## config.mk

```make
export PLATFORM = sky130hd
export DESIGN_NAME = fp_add_align
export DESIGN_NICKNAME = d
export VERILOG_FILES = /design/src/rtl/fp_pkg.sv /design/src/rtl/mant_rshift.sv /design/src/rtl/fp_add_align.sv
export SDC_FILE = /design/constraint.sdc
export NUM_CORES = 1
export LEC_CHECK = 0
export BUFFER_PORTS_ARGS = -buffer_cell sky130_fd_sc_hd__buf_2
export CAP_MARGIN = 15
export CORE_MARGIN = 2
export CORE_UTILIZATION = 50
export DETAILED_ROUTE_END_ITERATION = 8
export HOLD_SLACK_MARGIN = 0.12
export PLACE_DENSITY = 0.7
export SYNTH_ARGS = -nofsm -noshare
export SYNTH_HDL_FRONTEND = slang
export SYNTH_HIERARCHICAL = 1
export SYNTH_SLANG_ARGS = --single-unit
```

## constraint.sdc

```tcl
create_clock -name clk -period 5.8 [get_ports clk]
set_input_delay 0.29 -clock clk [delete_from_list [all_inputs] [get_ports clk]]
set_output_delay 0.29 -clock clk [all_outputs]
set_load 0.05 [all_outputs]
```

## src/rtl/fp_pkg.sv

```systemverilog
// Shared constants and types for the single-precision add/sub datapath.
//   EXP_W/FRAC_W  : IEEE-754 single field widths
//   MANT_W        : {carry, hidden, fraction} working mantissa width
//   EXP_MAX       : all-ones exponent marking Inf/NaN
//   fp32_t        : packed {sign, exponent, fraction} view of a 32-bit word
package fp_pkg;
   localparam int EXP_W  = 8;
   localparam int FRAC_W = 23;
   localparam int MANT_W = 25;
   localparam int BIAS   = 127;
   localparam logic [EXP_W-1:0] EXP_MAX = 8'hFF;

   typedef struct packed {
      logic              s;
      logic [EXP_W-1:0]  e;
      logic [FRAC_W-1:0] f;
   } fp32_t;

   // {carry=0, hidden, frac}; denormals flush to a zero mantissa.
   function automatic logic [MANT_W-1:0] unpack_mant(input fp32_t x);
      logic hid;
      hid = (x.e != '0);
      return {1'b0, hid, (hid ? x.f : {FRAC_W{1'b0}})};
   endfunction
endpackage

```

## src/rtl/mant_rshift.sv

```systemverilog
// Combinational right shifter for the alignment stage.
//   din   : 25-bit mantissa to shift
//   shamt : 8-bit shift amount (exponent difference)
//   dout  : din >> shamt, zero once shamt reaches the mantissa width;
//           shifted-out bits are truncated.
module mant_rshift
   import fp_pkg::*;
(
   input  logic [MANT_W-1:0] din,
   input  logic [EXP_W-1:0]  shamt,
   output logic [MANT_W-1:0] dout
);
   always_comb begin
      dout = '0;
      if (shamt < EXP_W'(MANT_W)) dout = din >> shamt;
   end
endmodule

```

## src/rtl/fp_add_align.sv

```systemverilog
// Two-stage front end of an FP32 adder: S1 unpacks, compares and swaps the
// operands; S2 aligns the small mantissa and adds/subtracts. The result is
// left un-normalized for the downstream normalizer.
//   clk, rst              : clock, synchronous active-high reset
//   in_valid/in_ready     : operand handshake; in_a, in_b, in_sub (A-B when 1)
//   out_valid/out_ready   : result handshake
//   out_s, out_e, out_m   : sign, larger operand's exponent, {carry,hidden,frac}
//   out_zero, out_special : exact zero result / Inf-NaN operand seen
module fp_add_align
   import fp_pkg::*;
(
   input  logic              clk,
   input  logic              rst,
   input  logic              in_valid,
   output logic              in_ready,
   input  logic [31:0]       in_a,
   input  logic [31:0]       in_b,
   input  logic              in_sub,
   output logic              out_valid,
   input  logic              out_ready,
   output logic              out_s,
   output logic [EXP_W-1:0]  out_e,
   output logic [MANT_W-1:0] out_m,
   output logic              out_zero,
   output logic              out_special
);
   fp32_t op_a, op_b;
   logic  b_eff_s, a_is_big, a_spec, b_spec;
   logic  s1_advance, s1_load, s2_load;

   logic s1_valid_q, s1_valid_d;
   logic s1_big_s_q, s1_big_s_d, s1_small_s_q, s1_small_s_d;
   logic [EXP_W-1:0]  s1_big_e_q, s1_big_e_d, s1_diff_q, s1_diff_d;
   logic [MANT_W-1:0] s1_big_m_q, s1_big_m_d, s1_small_m_q, s1_small_m_d;
   logic s1_special_q, s1_special_d, s1_spec_s_q, s1_spec_s_d;
   logic [FRAC_W-1:0] s1_spec_f_q, s1_spec_f_d;

   logic              out_valid_q, out_valid_d, out_s_q, out_s_d;
   logic [EXP_W-1:0]  out_e_q, out_e_d;
   logic [MANT_W-1:0] out_m_q, out_m_d;
   logic              out_zero_q, out_zero_d, out_special_q, out_special_d;

   logic [MANT_W-1:0] small_shifted, mant_sum;

   // The output register is the S2 valid stage, so S1 may advance whenever
   // the output slot is empty or being drained. No term depends on in_valid.
   assign s1_advance = !out_valid_q || out_ready;
   assign in_ready   = !s1_valid_q || s1_advance;
   assign s1_load    = in_valid && in_ready;
   assign s2_load    = s1_advance && s1_valid_q;

   always_comb begin
      op_a     = fp32_t'(in_a);
      op_b     = fp32_t'(in_b);
      b_eff_s  = op_b.s ^ in_sub;
      // Magnitude order on {exp,frac}; ties keep A as the big operand.
      a_is_big = ({op_a.e, op_a.f} >= {op_b.e, op_b.f});
      a_spec   = (op_a.e == EXP_MAX);
      b_spec   = (op_b.e == EXP_MAX);

      s1_valid_d   = in_ready ? in_valid : s1_valid_q;
      s1_big_s_d   = a_is_big ? op_a.s : b_eff_s;
      s1_small_s_d = a_is_big ? b_eff_s : op_a.s;
      s1_big_e_d   = a_is_big ? op_a.e : op_b.e;
      s1_diff_d    = a_is_big ? (op_a.e - op_b.e) : (op_b.e - op_a.e);
      s1_big_m_d   = a_is_big ? unpack_mant(op_a) : unpack_mant(op_b);
      s1_small_m_d = a_is_big ? unpack_mant(op_b) : unpack_mant(op_a);
      s1_special_d = a_spec || b_spec;
      s1_spec_s_d  = a_spec ? op_a.s : b_eff_s;
      s1_spec_f_d  = a_spec ? op_a.f : op_b.f;
   end

   mant_rshift u_rshift (
      .din   (s1_small_m_q),
      .shamt (s1_diff_q),
      .dout  (small_shifted)
   );

   always_comb begin
      // big >= small after the swap, so the subtraction never wraps.
      mant_sum = (s1_big_s_q == s1_small_s_q) ? (s1_big_m_q + small_shifted)
                                               : (s1_big_m_q - small_shifted);

      out_valid_d   = s1_advance ? s1_valid_q : out_valid_q;
      out_s_d       = out_s_q;
      out_e_d       = out_e_q;
      out_m_d       = out_m_q;
      out_zero_d    = out_zero_q;
      out_special_d = out_special_q;

      if (s2_load) begin
         if (s1_special_q) begin
            out_s_d       = s1_spec_s_q;
            out_e_d       = EXP_MAX;
            out_m_d       = {2'b01, s1_spec_f_q};
            out_zero_d    = 1'b0;
            out_special_d = 1'b1;
         end else if (mant_sum == '0) begin
            out_s_d       = 1'b0;
            out_e_d       = '0;
            out_m_d       = '0;
            out_zero_d    = 1'b1;
            out_special_d = 1'b0;
         end else begin
            out_s_d       = s1_big_s_q;
            out_e_d       = s1_big_e_q;
            out_m_d       = mant_sum;
            out_zero_d    = 1'b0;
            out_special_d = 1'b0;
         end
      end
   end

   always_ff @(posedge clk) begin
      if (rst) begin
         s1_valid_q    <= 1'b0;
         out_valid_q   <= 1'b0;
         out_s_q       <= 1'b0;
         out_e_q       <= '0;
         out_m_q       <= '0;
         out_zero_q    <= 1'b0;
         out_special_q <= 1'b0;
      end else begin
         s1_valid_q    <= s1_valid_d;
         out_valid_q   <= out_valid_d;
         out_s_q       <= out_s_d;
         out_e_q       <= out_e_d;
         out_m_q       <= out_m_d;
         out_zero_q    <= out_zero_d;
         out_special_q <= out_special_d;
      end
   end

   // S1 payload is qualified by s1_valid_q, so it needs no reset.
   always_ff @(posedge clk) begin
      if (s1_load) begin
         s1_big_s_q   <= s1_big_s_d;
         s1_small_s_q <= s1_small_s_d;
         s1_big_e_q   <= s1_big_e_d;
         s1_diff_q    <= s1_diff_d;
         s1_big_m_q   <= s1_big_m_d;
         s1_small_m_q <= s1_small_m_d;
         s1_special_q <= s1_special_d;
         s1_spec_s_q  <= s1_spec_s_d;
         s1_spec_f_q  <= s1_spec_f_d;
      end
   end

   assign out_valid   = out_valid_q;
   assign out_s       = out_s_q;
   assign out_e       = out_e_q;
   assign out_m       = out_m_q;
   assign out_zero    = out_zero_q;
   assign out_special = out_special_q;
endmodule

```

==> run_results.csv <==
group,metric,value,unit
sta,relSlewSlack,26.6,%
sta,setup_violations,10,
synthesis,synth_warnings,6,
clocking,cts_buffers,17,
synthesis,syn_inst,1095,
critical_path,crit_top_cell,"buf_4",
synthesis,synth_edf_count,91,
cells_and_area,num-nets-final,1458,
cells_and_area,fin_util,64.7,%
sta,fin_skew,17.3,ps
sta,period_share,101,%
global_route,grt_pass1_vias,9238,
sta,slew_violations,0,
synthesis,yosysUniqueCellTypes,86,
synthesis,synth_compound_area_share,21.3,%
hold_path,min_from,"out_ready",
synthesis,synth_xor_area_share,4.20,%
cells_and_area,multiInputGateArea,6520,µm²
synthesis,synth_seq_area_share,34.2,%
synthesis,synth-simple-area-share,16.1,%
critical_path,crit_arrival,6200,ps
floorplanning,die_w,147,µm
cells_and_area,fill_cells,1694,
power_and_ir_drop,powerDensity,364,nW/µm²
synthesis,syn_area,10200,µm²
sta,worstMarginPinSlew,1070,ps
synthesis,synth_mux_area_share,10.2,%
critical_path,startpoint,"s1_diff_q[1]$_DFFE_PP_",
critical_path,slowest_stage,"mux4_2",
clocking,cts_max_path_buffers,2,
placement,portBuffers,106,
clocking,ctsHtreeMaxLevel,4,
critical_path,start_kind,"register",
clocking,cts_tree,"yes",
cells_and_area,area_growth,27.6,%
synthesis,synthArstFlopShare,0,%
sta,hold_violations,0,
sta,period_minus_slack,5880,ps
global_route,antenna_found_initial,0,
detailed_routing,first_pass_iters,6,
critical_path,crit_path_max_fanout,8,
global_route,grt_max_degree,62,
outcome,violations,"setup timing",
sta,rsz0062_at_grt,"yes",
global_route,overflow,0,
floorplanning,row_count,52,
placement,place_hpwl,25.9,mm
synthesis,synth_area_per_cell,9.34,µm²
cells_and_area,seq_area,3490,µm²
critical_path,critPathTopFamily,"simple AND/OR/NAND/NOR gates",
clocking,root_buffer,"clkbuf_16",
detailed_routing,viasPerCell,6.10,
sta,fmax,170,MHz
placement,pre_cts_ws,-231,ps
critical_path,max_stage_delay,510,ps
hold_path,holdCritPathClass,"primary input to register",
critical_path,worstPathRequired,6120,ps
detailed_routing,ant_nets,0,
detailed_routing,wl,34.1,mm
clocking,clk_pin_slew,70,ps
floorplanning,io-pin-count,107,
placement,dp_cells,1554,
cells_and_area,final_cells,1606,
floorplanning,core,20200,µm²
floorplanning,dieArea,21600,µm²
power_and_ir_drop,power,4.75,mW
floorplanning,die-height,147,µm
outcome,status,"complete, but fails checks",
synthesis,yosys.area_share.adder,8.30,%
synthesis,ys_ff_latch,129,
critical_path,r2r_start,"s1_diff_q[1]$_DFFE_PP_",
detailed_routing,post-route-drc-count,0,
critical_path,worst-setup-path-type,"register to register",
floorplanning,initial_core_util,50.7,%
cells_and_area,drive_gt1_share,31.3,%
placement,gp_congestion,0.980,
critical_path,path_buf_inv,7,
detailed_routing,vias,9799,
power_and_ir_drop,power_leakage,5.59,nW
flow_run,timing.max_cap.violations,0,
clocking,cts_sinks,129,
critical_path,cp-end-kind,"register",
clocking,insertion_delay,430,ps
detailed_routing,drt_iter0_markers,978,
sta,setup_ws,-79.3,ps
power_and_ir_drop,vdd_drop_max,0.307,mV
synthesis,synth-main-ff-cell,"edfxtp_1",
detailed_routing,routedWlPerCell,21.2,µm
global_route,grt_usage,30.9,%
synthesis,synth_top_family_by_area,"compound AO/OA/AOI/OAI gates",
global_route,grt_first_pass_wirelength,51.8,mm
cells_and_area,diodes,0,
==> worst reg2reg max path, cell delays in order (launching register included) <==
cell and delay [ps]:
edfxtp_1 400, buf_6 140, mux4_2 510, mux2_4 310
a221oi_2 210, a31oi_1 90, inv_1 90, ha_1 150
or3b_4 390, nor3_4 200, nand2b_1 110, buf_4 160
o41ai_2 230, xnor2_1 150, ha_1 380, buf_4 160
nand4_1 220, nor3_2 310, buf_4 150, buf_4 90
nand3b_1 90, a211oi_2 400, nor4b_4 90, nand4_1 200
nor4_4 70, buf_6 160, nor4_2 310
==> worst paths after layout <==
path                            slack, ps                  endpoint  cells past startpoint
worst max-delay path                  -80     out_e[0]$_SDFFE_PP0P_                     26
worst min-delay path                  200    out_valid$_SDFFE_PP0P_                      4
worst min register to register        460  out_special$_SDFFE_PP0P_                      2
worst max register to register        -80     out_e[0]$_SDFFE_PP0P_                     26
==> registers in the layout (all words and copies together), names as in the netlist, 8 cells and up <==
register and count:
s1_small_m_q 24, s1_diff_q 8, out_e 8, s1_big_m_q 24, out_m 25, s1_spec_f_q 23
s1_big_e_q 8
==> cells by family (layout without fill, tap and decap cells) <==
kind of cell	count (synthesis)	after routing
simple gates	341	341
compound gates	315	315
flops	129	129
buf+inv	124	361
mux	70	70
fa+ha+maj	66	66
xor+xnor	49	49
other cells	1	5
==> metrics by stage <==
step / hold slack [ps] / cell area, µm² / setup TNS (ps)
detailed placement: 450 / 11900 / -2060
floorplan: 407 / 10200 / 0
global placement: 443 / 11900 / -1480
finish: 204 / 13000 / -449
CTS: 189 / 12600 / 0
global route: 207 / 13000 / -4050
==> timing repair <==
action,4_1_cts,5_1_grt
setup endpoints to repair,11,11
pin swaps,4,41
setup buffers,2,16
hold endpoints to repair,1,0
cloned,0,1
hold buffers,1,0
resized for setup,11,71
==> cell type report <==
cell class	instances	area share [%]
Multi-Input combinational cell	846	50.0
Sequential cell	129	26.8
Clock buffer	17	3.26
Tap cell	270	2.59
Inverter	57	1.64
Timing Repair Buffer	272	14.3
Clock inverter	15	1.48
==> Yosys cell counts, drive strengths merged (12+ instances only) <==
library cell,count,area [µm²]
nor4,20,140
a211oi,18,140
o21ai,70,350
mux2,23,259
ha,63,788
nor2,92,345
dfxtp,38,761
xnor2,30,263
mux4,22,529
a311oi,12,111
xor2,19,166
mux2i,25,250
inv,57,214
a22o,47,412
nand2,106,398
a21oi,61,313
nor3,27,135
clkbuf,41,164
nand4,20,125
nand3,15,75.1
a21o,18,135
buf,24,164
edfxtp,91,2730
nor2b,12,75.1
==> per-layer routing <==
| metal | vias to the layer above | routed length, µm | global-route usage (%) |
|---|---|---|---|
| li1 | 4592 | - | - |
| met5 | - | 0 | 0 |
| met2 | 423 | 16400 | 51.3 |
| met4 | 0 | 1050 | 10.6 |
| met3 | 50 | 2340 | 5.28 |
| met1 | 4734 | 14300 | 41.1 |
==> power by group <==
part / internal (mW) / total (mW) / switching (mW)
clock network: 0.621 / 1.11 / 0.487
logic: 1.14 / 2.48 / 1.34
registers: 1.10 / 1.16 / 0.0612
total: 2.86 / 4.75 / 1.89
==> cells in the final DEF (no fill, tap or decap), drive strengths merged, types with 15 or more instances in the layout <==
cell    instances
a211oi         18
a21o           18
a21oi          61
a22o           47
buf           271
clkbuf         17
dfxtp          38
edfxtp         91
ha             63
inv            64
mux2           23
mux2i          25
mux4           22
nand2         106
nand3          15
nand4          20
nor2           92
nor3           27
nor4           20
o21ai          70
xnor2          30
xor2           19
Power figures use the tool's default switching activity.
